===== src/rtl/ltc2600_pkg.sv =====
// Shared types and constants for the LTC2600 device-side SPI responder.
//   cmd_t        : 4-bit command nibble encodings
//   resp_state_t : responder FSM states
//   frame_t      : 24-bit command frame layout {cmd, addr, data}
package ltc2600_pkg;

  localparam int unsigned FRAME_BITS = 24;
  localparam int unsigned BITCNT_W   = 5;
  localparam int unsigned CMD_W      = 4;
  localparam int unsigned ADDR_W     = 4;
  localparam int unsigned FDATA_W    = 16;
  localparam int unsigned STAT_W     = 16;

  localparam logic [ADDR_W-1:0] ADDR_ALL = 4'hF;

  typedef enum logic [CMD_W-1:0] {
    CMD_WR_IN      = 4'h0,
    CMD_UPD        = 4'h1,
    CMD_WR_UPD_ALL = 4'h2,
    CMD_WR_UPD     = 4'h3,
    CMD_PD         = 4'h4,
    CMD_NOP        = 4'hF
  } cmd_t;

  typedef enum logic [1:0] {
    ST_WAIT_IDLE,
    ST_IDLE,
    ST_SHIFT,
    ST_APPLY
  } resp_state_t;

  typedef struct packed {
    logic [CMD_W-1:0]   cmd;
    logic [ADDR_W-1:0]  addr;
    logic [FDATA_W-1:0] data;
  } frame_t;

  // True for the command nibbles the device understands.
  function automatic logic cmd_known(input logic [CMD_W-1:0] c);
    logic known;
    case (c)
      CMD_WR_IN, CMD_UPD, CMD_WR_UPD_ALL, CMD_WR_UPD, CMD_PD, CMD_NOP: known = 1'b1;
      default: known = 1'b0;
    endcase
    return known;
  endfunction

endpackage


===== src/rtl/ltc2600_spi_sync.sv =====
// Input conditioning for the LTC2600 responder.
// Synchronizes sck/sdi/csb/clrb into clk and derives single-cycle edge pulses.
// Ports:
//   clk, rstn                 : system clock, async active-low reset
//   sck, sdi, csb, clrb       : raw SPI / clear pins
//   sdi_s, csb_s, clrb_s      : synchronized levels
//   sck_rise_c / sck_fall_c   : combinational sck edge pulses
//   csb_rise_c / csb_fall_c   : combinational csb edge pulses
module ltc2600_spi_sync #(
  parameter int unsigned SYNC_STAGES = 2
) (
  input  logic clk,
  input  logic rstn,
  input  logic sck,
  input  logic sdi,
  input  logic csb,
  input  logic clrb,
  output logic sdi_s,
  output logic csb_s,
  output logic clrb_s,
  output logic sck_rise_c,
  output logic sck_fall_c,
  output logic csb_rise_c,
  output logic csb_fall_c
);

  logic [SYNC_STAGES-1:0] sck_sync_q, sck_sync_d;
  logic [SYNC_STAGES-1:0] sdi_sync_q, sdi_sync_d;
  logic [SYNC_STAGES-1:0] csb_sync_q, csb_sync_d;
  logic [SYNC_STAGES-1:0] clrb_sync_q, clrb_sync_d;
  logic                   sck_prev_q, sck_prev_d;
  logic                   csb_prev_q, csb_prev_d;
  logic                   sck_s;

  // Shift each pin into its chain; the top bit is the synchronized level.
  always_comb begin
    sck_sync_d  = SYNC_STAGES'({sck_sync_q, sck});
    sdi_sync_d  = SYNC_STAGES'({sdi_sync_q, sdi});
    csb_sync_d  = SYNC_STAGES'({csb_sync_q, csb});
    clrb_sync_d = SYNC_STAGES'({clrb_sync_q, clrb});
    sck_prev_d  = sck_sync_q[SYNC_STAGES-1];
    csb_prev_d  = csb_sync_q[SYNC_STAGES-1];
  end

  // csb chain resets low so a frame already in progress keeps the FSM waiting
  // for a genuine high level; clrb resets inactive to avoid a spurious clear.
  always_ff @(posedge clk or negedge rstn) begin
    if (!rstn) begin
      sck_sync_q  <= '0;
      sdi_sync_q  <= '0;
      csb_sync_q  <= '0;
      clrb_sync_q <= '1;
      sck_prev_q  <= 1'b0;
      csb_prev_q  <= 1'b0;
    end else begin
      sck_sync_q  <= sck_sync_d;
      sdi_sync_q  <= sdi_sync_d;
      csb_sync_q  <= csb_sync_d;
      clrb_sync_q <= clrb_sync_d;
      sck_prev_q  <= sck_prev_d;
      csb_prev_q  <= csb_prev_d;
    end
  end

  assign sck_s      = sck_sync_q[SYNC_STAGES-1];
  assign sdi_s      = sdi_sync_q[SYNC_STAGES-1];
  assign csb_s      = csb_sync_q[SYNC_STAGES-1];
  assign clrb_s     = clrb_sync_q[SYNC_STAGES-1];
  assign sck_rise_c = sck_s & ~sck_prev_q;
  assign sck_fall_c = ~sck_s & sck_prev_q;
  assign csb_rise_c = csb_s & ~csb_prev_q;
  assign csb_fall_c = ~csb_s & csb_prev_q;

endmodule


===== src/rtl/ltc2600_spi_responder.sv =====
// LTC2600 device-side emulator: receives 24-bit (or 32-bit) SPI command frames,
// keeps N_CH input/DAC registers and power-down flags, echoes the previous
// frame on sdo for daisy chaining.
// Ports:
//   clk, rstn        : system clock, async active-low reset
//   sck, sdi, csb    : SPI slave pins (csb active low)
//   clrb             : active-low clear of all input/DAC registers
//   sdo              : daisy-chain echo (previous frame, MSB first)
//   dac_code         : DAC registers, channel 0 in the LSBs
//   pd               : per-channel power-down flags
//   frame_valid      : pulse, a frame of >= 24 bits was applied
//   frame_error      : pulse, a frame had < 24 bits
//   cmd_ignored      : pulse, unknown command or out-of-range address
// Optional (macro LTC2600_RESP_STATS_EN): frame_count, error_count wrapping counters.
module ltc2600_spi_responder
  import ltc2600_pkg::*;
#(
  parameter int unsigned DATA_WIDTH  = 16,
  parameter int unsigned N_CH        = 8,
  parameter int unsigned SYNC_STAGES = 2
) (
  input  logic                       clk,
  input  logic                       rstn,
  input  logic                       sck,
  input  logic                       sdi,
  input  logic                       csb,
  input  logic                       clrb,
  output logic                       sdo,
  output logic [N_CH*DATA_WIDTH-1:0] dac_code,
  output logic [N_CH-1:0]            pd,
  output logic                       frame_valid,
  output logic                       frame_error,
  output logic                       cmd_ignored
`ifdef LTC2600_RESP_STATS_EN
  ,
  output logic [STAT_W-1:0]          frame_count,
  output logic [STAT_W-1:0]          error_count
`endif
);

  logic sdi_s, csb_s, clrb_s;
  logic sck_rise_c, sck_fall_c, csb_rise_c, csb_fall_c;

  ltc2600_spi_sync #(
    .SYNC_STAGES (SYNC_STAGES)
  ) u_sync (
    .clk        (clk),
    .rstn       (rstn),
    .sck        (sck),
    .sdi        (sdi),
    .csb        (csb),
    .clrb       (clrb),
    .sdi_s      (sdi_s),
    .csb_s      (csb_s),
    .clrb_s     (clrb_s),
    .sck_rise_c (sck_rise_c),
    .sck_fall_c (sck_fall_c),
    .csb_rise_c (csb_rise_c),
    .csb_fall_c (csb_fall_c)
  );

  resp_state_t                          state_q, state_d;
  logic [FRAME_BITS-1:0]                shreg_q, shreg_d;
  logic [BITCNT_W-1:0]                  bitcnt_q, bitcnt_d;
  logic                                 sdo_q, sdo_d;
  logic [N_CH-1:0][DATA_WIDTH-1:0]      in_q, in_d;
  logic [N_CH-1:0][DATA_WIDTH-1:0]      dac_q, dac_d;
  logic [N_CH-1:0]                      pd_q, pd_d;
  logic                                 frame_valid_q, frame_valid_d;
  logic                                 frame_error_q, frame_error_d;
  logic                                 cmd_ignored_q, cmd_ignored_d;

  frame_t                               frame;
  logic [DATA_WIDTH-1:0]                wdata;
  logic                                 addr_ok;
  logic [N_CH-1:0]                      sel;

  assign frame = frame_t'(shreg_q);
  assign wdata = DATA_WIDTH'(frame.data);

  // Next-state, shifting, command decode and register updates.
  always_comb begin
    state_d       = state_q;
    shreg_d       = shreg_q;
    bitcnt_d      = bitcnt_q;
    sdo_d         = sdo_q;
    in_d          = in_q;
    dac_d         = dac_q;
    pd_d          = pd_q;
    frame_valid_d = 1'b0;
    frame_error_d = 1'b0;
    cmd_ignored_d = 1'b0;
    sel           = '0;

    addr_ok = (frame.addr == ADDR_ALL) || (32'(frame.addr) < N_CH);
    if (frame.addr == ADDR_ALL) begin
      sel = '1;
    end else if (addr_ok) begin
      sel = N_CH'(1) << frame.addr;
    end

    case (state_q)
      ST_WAIT_IDLE: begin
        if (csb_s) begin
          state_d = ST_IDLE;
        end
      end
      ST_IDLE: begin
        // Present the echo MSB before the first sck rise so the whole
        // previous frame replays MSB first.
        if (csb_fall_c) begin
          state_d  = ST_SHIFT;
          bitcnt_d = '0;
          sdo_d    = shreg_q[FRAME_BITS-1];
        end
      end
      ST_SHIFT: begin
        if (sck_rise_c) begin
          shreg_d = {shreg_q[FRAME_BITS-2:0], sdi_s};
          if (bitcnt_q != '1) begin
            bitcnt_d = bitcnt_q + BITCNT_W'(1);
          end
        end
        if (sck_fall_c) begin
          sdo_d = shreg_q[FRAME_BITS-1];
        end
        if (csb_rise_c) begin
          state_d = ST_APPLY;
        end
      end
      ST_APPLY: begin
        state_d = ST_IDLE;
        if (bitcnt_q < BITCNT_W'(FRAME_BITS)) begin
          frame_error_d = 1'b1;
        end else begin
          frame_valid_d = 1'b1;
          if (!addr_ok || !cmd_known(frame.cmd)) begin
            cmd_ignored_d = 1'b1;
          end else if (clrb_s) begin
            for (int i = 0; i < N_CH; i++) begin
              if (sel[i]) begin
                case (frame.cmd)
                  CMD_WR_IN, CMD_WR_UPD_ALL: in_d[i] = wdata;
                  CMD_UPD: begin
                    dac_d[i] = in_q[i];
                    pd_d[i]  = 1'b0;
                  end
                  CMD_WR_UPD: begin
                    in_d[i]  = wdata;
                    dac_d[i] = wdata;
                    pd_d[i]  = 1'b0;
                  end
                  CMD_PD:  pd_d[i] = 1'b1;
                  default: ;
                endcase
              end
            end
            // Broadcast update uses the input registers after this frame's write.
            if (frame.cmd == CMD_WR_UPD_ALL) begin
              dac_d = in_d;
              pd_d  = '0;
            end
          end
        end
      end
      default: state_d = ST_WAIT_IDLE;
    endcase

    // Clear overrides any write in the same cycle.
    if (!clrb_s) begin
      in_d  = '0;
      dac_d = '0;
    end
  end

  always_ff @(posedge clk or negedge rstn) begin
    if (!rstn) begin
      state_q       <= ST_WAIT_IDLE;
      shreg_q       <= '0;
      bitcnt_q      <= '0;
      sdo_q         <= 1'b0;
      in_q          <= '0;
      dac_q         <= '0;
      pd_q          <= '0;
      frame_valid_q <= 1'b0;
      frame_error_q <= 1'b0;
      cmd_ignored_q <= 1'b0;
    end else begin
      state_q       <= state_d;
      shreg_q       <= shreg_d;
      bitcnt_q      <= bitcnt_d;
      sdo_q         <= sdo_d;
      in_q          <= in_d;
      dac_q         <= dac_d;
      pd_q          <= pd_d;
      frame_valid_q <= frame_valid_d;
      frame_error_q <= frame_error_d;
      cmd_ignored_q <= cmd_ignored_d;
    end
  end

  assign sdo         = sdo_q;
  assign dac_code    = dac_q;
  assign pd          = pd_q;
  assign frame_valid = frame_valid_q;
  assign frame_error = frame_error_q;
  assign cmd_ignored = cmd_ignored_q;

`ifdef LTC2600_RESP_STATS_EN
  logic [STAT_W-1:0] frame_count_q, frame_count_d;
  logic [STAT_W-1:0] error_count_q, error_count_d;

  // Wrapping event counters, bumped on the same edge as their pulses.
  always_comb begin
    frame_count_d = frame_count_q + STAT_W'(frame_valid_d);
    error_count_d = error_count_q + STAT_W'(frame_error_d);
  end

  always_ff @(posedge clk or negedge rstn) begin
    if (!rstn) begin
      frame_count_q <= '0;
      error_count_q <= '0;
    end else begin
      frame_count_q <= frame_count_d;
      error_count_q <= error_count_d;
    end
  end

  assign frame_count = frame_count_q;
  assign error_count = error_count_q;
`endif

endmodule


===== config.mk =====
export PLATFORM = sky130hd
export DESIGN_NAME = ltc2600_spi_responder
export DESIGN_NICKNAME = d
export VERILOG_FILES = /design/src/rtl/ltc2600_pkg.sv /design/src/rtl/ltc2600_spi_sync.sv /design/src/rtl/ltc2600_spi_responder.sv
export SDC_FILE = /design/constraint.sdc
export NUM_CORES = 1
export LEC_CHECK = 0
export BUFFER_PORTS_ARGS = -buffer_cell sky130_fd_sc_hd__buf_2
export CAP_MARGIN = 20
export CELL_PAD_IN_SITES_DETAIL_PLACEMENT = 1
export CELL_PAD_IN_SITES_GLOBAL_PLACEMENT = 2
export CORE_UTILIZATION = 38
export DETAILED_ROUTE_END_ITERATION = 12
export HOLD_SLACK_MARGIN = 0.08
export PLACE_DENSITY = 0.76
export SETUP_SLACK_MARGIN = 0.02
export SYNTH_ARGS = -nofsm -noshare
export SYNTH_HDL_FRONTEND = slang
export SYNTH_SLANG_ARGS = --single-unit

===== constraint.sdc =====
create_clock -name clk -period 2.2 [get_ports clk]
set_input_delay 0.22 -clock clk [delete_from_list [all_inputs] [get_ports clk]]
set_output_delay 0.22 -clock clk [all_outputs]
set_load 0.05 [all_outputs]

==> flow_summary_export.csv, run 1 <==
group,metric,value,unit
critical_path,cp.arrival,2.46,ns
global_route,grt_max_degree,69,
job,maxCapViolations,0,
die,die_h,191,um
logic_synthesis,synth_cell_type_count,60,
critical_path,worstRegToRegCells,7,
die,die_w,191,um
critical_path,cp-endpoint,"dac_code[23]$_DFFE_PN0P_",
logic_synthesis,synth-seq-area-share,57.2,%
timing,layout_min_cycle_time,2.06,ns
final_layout,syn_to_final_growth,22.9,%
status,outcome,"finished clean",
die,start_util,38.8,%
detailed_routing,vias,10700,
critical_path,critPathLaunch,"frame[16]$_DFFE_PN0P_",
timing,finalSetupViolations,0,
die,rows,68,
timing,timing.hold.ws,0.290,ns
final_layout,final_cell_mix,"dfrtp_1, nand2_1, o21ai_0",
die,io-pin-count,146,
logic_synthesis,yosys-top-cells-area,"dfrtp_1, mux2i_1, o21ai_0, nand2_1, nand3_1",
global_route,grt_usage,25.0,%
clock_network,clk_latency,0.52,ns
final_layout,fin_area,0.0166,mm^2
logic_synthesis,synth_top_area_share,56.8,%
clock_network,clockRootBuffer,"clkbuf_16",
power,p_leak,0.00809,uW
logic_synthesis,postSynthCellCount,1281,
detailed_routing,finalWirelength,44200,um
critical_path,critical_path_required,2.60,ns
detailed_routing,drtIter0Drc,686,
final_layout,nets,1485,
clock_network,clk_pin_slew,0.06,ns
clock_network,cts_buffers,37,
timing,rsz0062_at_grt,"false",
critical_path,cp-start-kind,"flip-flop",
logic_synthesis,yosys_register_bits,309,
min_path,hold_path.class,"in -> async",
critical_path,regToRegEndpoint,"dac_code[23]$_DFFE_PN0P_",
global_route,grt_pass1_vias,11300,
final_layout,layout_commonest_cell,"dfrtp_1",
critical_path,r2r_start,"frame[16]$_DFFE_PN0P_",
power,power.total,12700,uW
clock_network,cts.sinks,309,
logic_synthesis,yosysWarnings,0,
global_route,grt-ovfl-total,0,
timing,max-slew-margin-rel,60.0,%
power,p_per_area,768,mW/mm^2
critical_path,critPathKind,"reg -> reg",
timing,tightest_slew,0.600,ns
place,globalplace.congestion,0.847,
detailed_routing,drt_first_pass_iters,5,
final_layout,drive_above_1_share,24.8,%
critical_path,r2r_setup_slack,0.14,ns
place,dp_hpwl,30000,um
timing,fmax,485,MHz
timing,hold_violations,0,
logic_synthesis,synth.net_count,1294,
logic_synthesis,async_flop_share,100,%
logic_synthesis,synth_edf_count,0,
clock_network,cts_max_level,2,
logic_synthesis,yosys.area.top_type,"dfrtp_1",
critical_path,end_kind,"flip-flop",
timing,timing.final.max_slew_violations,0,
logic_synthesis,synth_area_per_cell,10.5,um^2
detailed_routing,ant_nets,0,
die,coreArea,0.0348,mm^2
detailed_routing,wl_per_cell,22.7,um
global_route,grt_antenna_before_repair,1,
global_route,grt_pass1_wl,68800,um
detailed_routing,routed_via_density,5.50,
place,port_buffers,145,
logic_synthesis,synth_ff_type,"dfrtp_1",
power,peakVddDrop,0.656,mV
clock_network,cts_max_path_buffers,3,
detailed_routing,route.detailed.drc,0,
die,die-area,0.0363,mm^2
timing,fin_crit_sh,93.7,%
clock_network,cts_tree,"yes",
place,dpl_cell_area,0.0154,mm^2
critical_path,crit_fanout,16,
logic_synthesis,netlist_area,0.0135,mm^2
timing,finalClockSkew,0.0114,ns
-- cell type report --
class,instances,area [um^2]
Clock buffer,58,1080
Clock inverter,3,18.8
Tap cell,455,569
Timing Repair Buffer,264,1900
Antenna cell,1,2.50
Multi-Input combinational cell,852,5270
Fill cell,3835,18200
Inverter,8,30.0
Sequential cell,309,7740
-- power by group --
part	switching, uW	total (uW)	internal [uW]	leakage (uW)
combinational	765	1150	381	0.00327
clock	2330	5670	3340	0.000533
sequential	151	5930	5780	0.00428
-- sequential cells by signal, indices dropped and copies added (netlist names), 2 cells and up --
| signal | cells |
|---|---|
| u_sync.clrb_sync_q | 2 |
| u_sync.sck_sync_q | 2 |
| bitcnt_q | 5 |
| dac_code | 128 |
| u_sync.sdi_sync_q | 2 |
| frame | 24 |
| u_sync.csb_sync_q | 2 |
| pd | 8 |
| state_q | 2 |
| in_q | 128 |
-- synthesized netlist by cell type (2+ instances only) --
cell type  number
o21ai_0       153
nand2b_1        4
o2bb2ai_1      48
or2_4           3
dfstp_2         2
a21oi_1        32
nand4_1         2
inv_1           6
nor2_1         44
o21ai_2         5
mux2i_1        98
nand4_2         3
a21oi_2         2
nand3_1       100
buf_6           2
o21ai_1        14
buf_4           9
mux2_2         27
ha_1            7
xnor2_1         3
o21a_1          2
nor3_1          3
and3_1          5
nand2_1       192
dfrtp_1       307
nor2b_1         2
buf_1           5
a31oi_1        69
xor2_1          2
nor4b_1         2
buf_2          42
clkbuf_1       51
clkbuf_2        2
nand2_2         5
a31oi_4         2
a31o_2          2
-- stage by stage --
stage	std cells	worst slack [ns]	utilization, %	TNS (ns)
floorplan	1281	0.179	-	0
detailed placement	1882	-0.0204	44.3	-0.0204
CTS	1948	0.00262	47.6	0
finish	1950	0.140	47.7	0
global route	1949	0.0437	47.7	0
global placement	1882	0.0506	44.3	0
-- how the worst min path moves through the flow --
stage                     depth (start not counted)  from                      end  slack, ns
final                                             2  rstn     in_q[40]$_DFFE_PN0P_       0.29
after global routing                              2  rstn     in_q[40]$_DFFE_PN0P_       0.32
after CTS                                         2  rstn     in_q[40]$_DFFE_PN0P_       0.30
after detailed placement                          1  rstn     in_q[40]$_DFFE_PN0P_       0.25
after global placement                            1  rstn     in_q[38]$_DFFE_PN0P_       0.25
after floorplan                                   0  rstn  bitcnt_q[0]$_DFFE_PN0P_      -0.08
-- cell families after synthesis --
logic type,synth area share (%)
AND/OR/NAND/NOR,12.7
flip-flops,57.2
multiplexers,9.51
buffers and inverters,4.13
AO/OA/AOI/OAI,15.5
XOR/XNOR,0.324
adder cells (fa/ha/maj),0.648
-- repair_timing --
action	in CTS	in global routing
buffers inserted	0	1
hold buffers	5	0
endpoints found under the hold margin	63	0
pin swaps	0	1
gates cloned	0	0
resized for setup	2	8
setup endpoints to repair	8	198
-- per-layer routing --
metal  share of wire, %  global-route usage [%]
met5                  0                       0
met4                2.1                    6.52
met3                4.0                    3.79
met2                 48                    40.2
met1                 46                    35.2
-- critical path, stage by stage (launching register included) --
cell       delay (ns)
dfrtp_1          0.42
buf_4            0.18
and4_1           0.26
a31o_2           0.27
o21ai_2          0.18
buf_12           0.20
mux2i_1          0.31
o2bb2ai_1        0.10
Power figures use the tool's default switching activity.
==> run 2: changes to the inputs <==
- CELL_PAD_IN_SITES_DETAIL_PLACEMENT: 1 -> 0
- CELL_PAD_IN_SITES_GLOBAL_PLACEMENT: 2 -> 1
- CORE_UTILIZATION: 38 -> 46
- clock period: 2.2 -> 1.9 ns (I/O delays scaled with it)
==> run 2 against run 1 <==
  * The flow now finishes with violations (negative setup slack)
  * Fmax increased by 3.6%
  * Non-clock buffer count up 53
  * Count of clock-buffer cells in the layout fell by 6
  * Total power up 17%
  * Cell count is 0.92% lower
  * Routed wire length fell by 4.2%
  * Clock skew increased by 0.014 ns
  * Core utilization increased by 15 points
  * Setup slack got worse by 0.23 ns
  * First-iteration DRC count is 32% higher
==> flow_summary_export.csv, run 2 (synthesis results as in run 1) <==
group,metric,value,unit
clock_network,clk_pin_slew,0.06,ns
power,peakVddDrop,0.547,mV
timing,hold_violations,0,
clock_network,clockRootBuffer,"clkbuf_16",
detailed_routing,routed_via_density,5.79,
place,pre_cts_ws,-0.0525,ns
clock_network,clk_latency,0.53,ns
place,globalplace.congestion,0.841,
final_layout,drive_above_1_share,32.8,%
clock_network,cts_max_path_buffers,3,
die,die_h,173,um
final_layout,final_cell_mix,"dfrtp_1, nand2_1, buf_2",
final_layout,layout_commonest_cell,"dfrtp_1",
clock_network,cts_tree,"yes",
detailed_routing,wl_per_cell,21.9,um
final_layout,utilization,62.5,%
detailed_routing,drtIter0Drc,904,
timing,finalClockSkew,0.0256,ns
critical_path,critPathKind,"reg -> reg",
die,io-pin-count,146,
power,p_leak,0.00866,uW
detailed_routing,ant_nets,0,
global_route,grt_pass1_wl,61500,um
final_layout,nets,1535,
place,port_buffers,145,
global_route,grt_max_degree,66,
critical_path,crit_fanout,8,
die,rows,62,
job,maxCapViolations,0,
status,violations,"negative setup slack",
timing,fin_crit_sh,105,%
critical_path,end_kind,"flip-flop",
clock_network,cts.sinks,309,
final_layout,antennaDiodeCount,0,
critical_path,cp-start-kind,"flip-flop",
power,p_per_area,827,mW/mm^2
critical_path,cp.arrival,2.39,ns
global_route,grt-ovfl-total,0,
timing,finalSetupTns,-3.04,ns
clock_network,cts_max_level,2,
detailed_routing,drt_first_pass_iters,5,
final_layout,syn_to_final_growth,33.1,%
timing,tightest_slew,0.646,ns
timing,timing.final.max_slew_violations,0,
timing,finalSetupViolations,98,
detailed_routing,finalWirelength,42300,um
timing,rsz0062_at_grt,"true",
timing,layout_min_cycle_time,1.99,ns
timing,timing.hold.ws,0.198,ns
die,coreArea,0.0288,mm^2
timing,max-slew-margin-rel,56.9,%
die,die-area,0.0301,mm^2
detailed_routing,route.detailed.drc,0,
place,dp_hpwl,26000,um
global_route,grt_antenna_before_repair,0,
global_route,grt_pass1_vias,10400,
clock_network,cts_buffers,34,
global_route,grt_usage,26.3,%
status,outcome,"complete, but fails checks",
timing,setup_ws,-0.0884,ns
detailed_routing,vias,11200,
min_path,hold_path.class,"in -> async",
die,start_util,47.0,%
die,die_w,173,um
final_layout,num-fill-cells,2340,
timing,fmax,503,MHz
critical_path,critical_path_required,2.30,ns
==> run 2: worst paths after layout <==
path                                                start                              end  slack, ns  depth (start not counted)
setup / recovery                    frame[20]$_DFFE_PN0P_         dac_code[80]$_DFFE_PN0P_      -0.09                          6
setup reg to reg                    frame[20]$_DFFE_PN0P_         dac_code[80]$_DFFE_PN0P_      -0.09                          6
hold reg to reg            u_sync.sck_sync_q[0]$_DFF_PN0_   u_sync.sck_sync_q[1]$_DFF_PN0_       0.35                          0
min in group clk                                     clrb  u_sync.clrb_sync_q[0]$_DFF_PN1_       0.32                          2
max in group asynchronous                            rstn         dac_code[62]$_DFFE_PN0P_       0.97                          3
hold / removal                                       rstn             in_q[34]$_DFFE_PN0P_       0.20                          2
==> run 2: cell type report <==
type	count	area (um^2)	area share [%]
multi-input cells	852	5810	32.3
clock inverters	10	100	0.557
inverters	8	30.0	0.167
well taps	384	480	2.67
clock buffers	52	1050	5.84
repair buffers	317	2770	15.4
flip-flops and latches	309	7740	43.1
==> run 2: critical path: stages, from the launching register on <==
cell       delay [ns]
dfrtp_1          0.44
or4b_4           0.56
buf_12           0.16
a21oi_4          0.27
buf_6            0.17
clkbuf_16        0.18
a31oi_1          0.09
==> run 2: through the flow <==
stage | total power [uW] | area, um^2 | std cells
after floorplan | 7470 | 13600 | 1281
after global placement | 8190 | 15600 | 1834
after detailed placement | 8200 | 15600 | 1834
after CTS | 14900 | 16900 | 1903
after global routing | 15300 | 18000 | 1932
final | 14900 | 18000 | 1932
==> run 2: timing repair <==
action                     4_1_cts  5_1_grt
setup endpoints to repair       79      214
gates resized for setup          9      175
pin swaps                        2       24
hold buffers                     5        0
gates cloned                     0       19
hold endpoints to repair       305        0
setup buffers                    2       10
==> run 2: layer usage <==
layer | part of all wire (%) | track usage, %
met5 | 0 | 0
met4 | 3.1 | 7.37
met2 | 45 | 39.1
met1 | 44 | 40.2
met3 | 7.9 | 3.68
==> run 2: where the power goes <==
group | internal, uW | leakage, uW | total (uW) | switching, uW
Combinational | 447 | 0.00381 | 1220 | 777
Sequential | 6690 | 0.00428 | 6930 | 238
Clock | 3970 | 0.000569 | 6710 | 2740
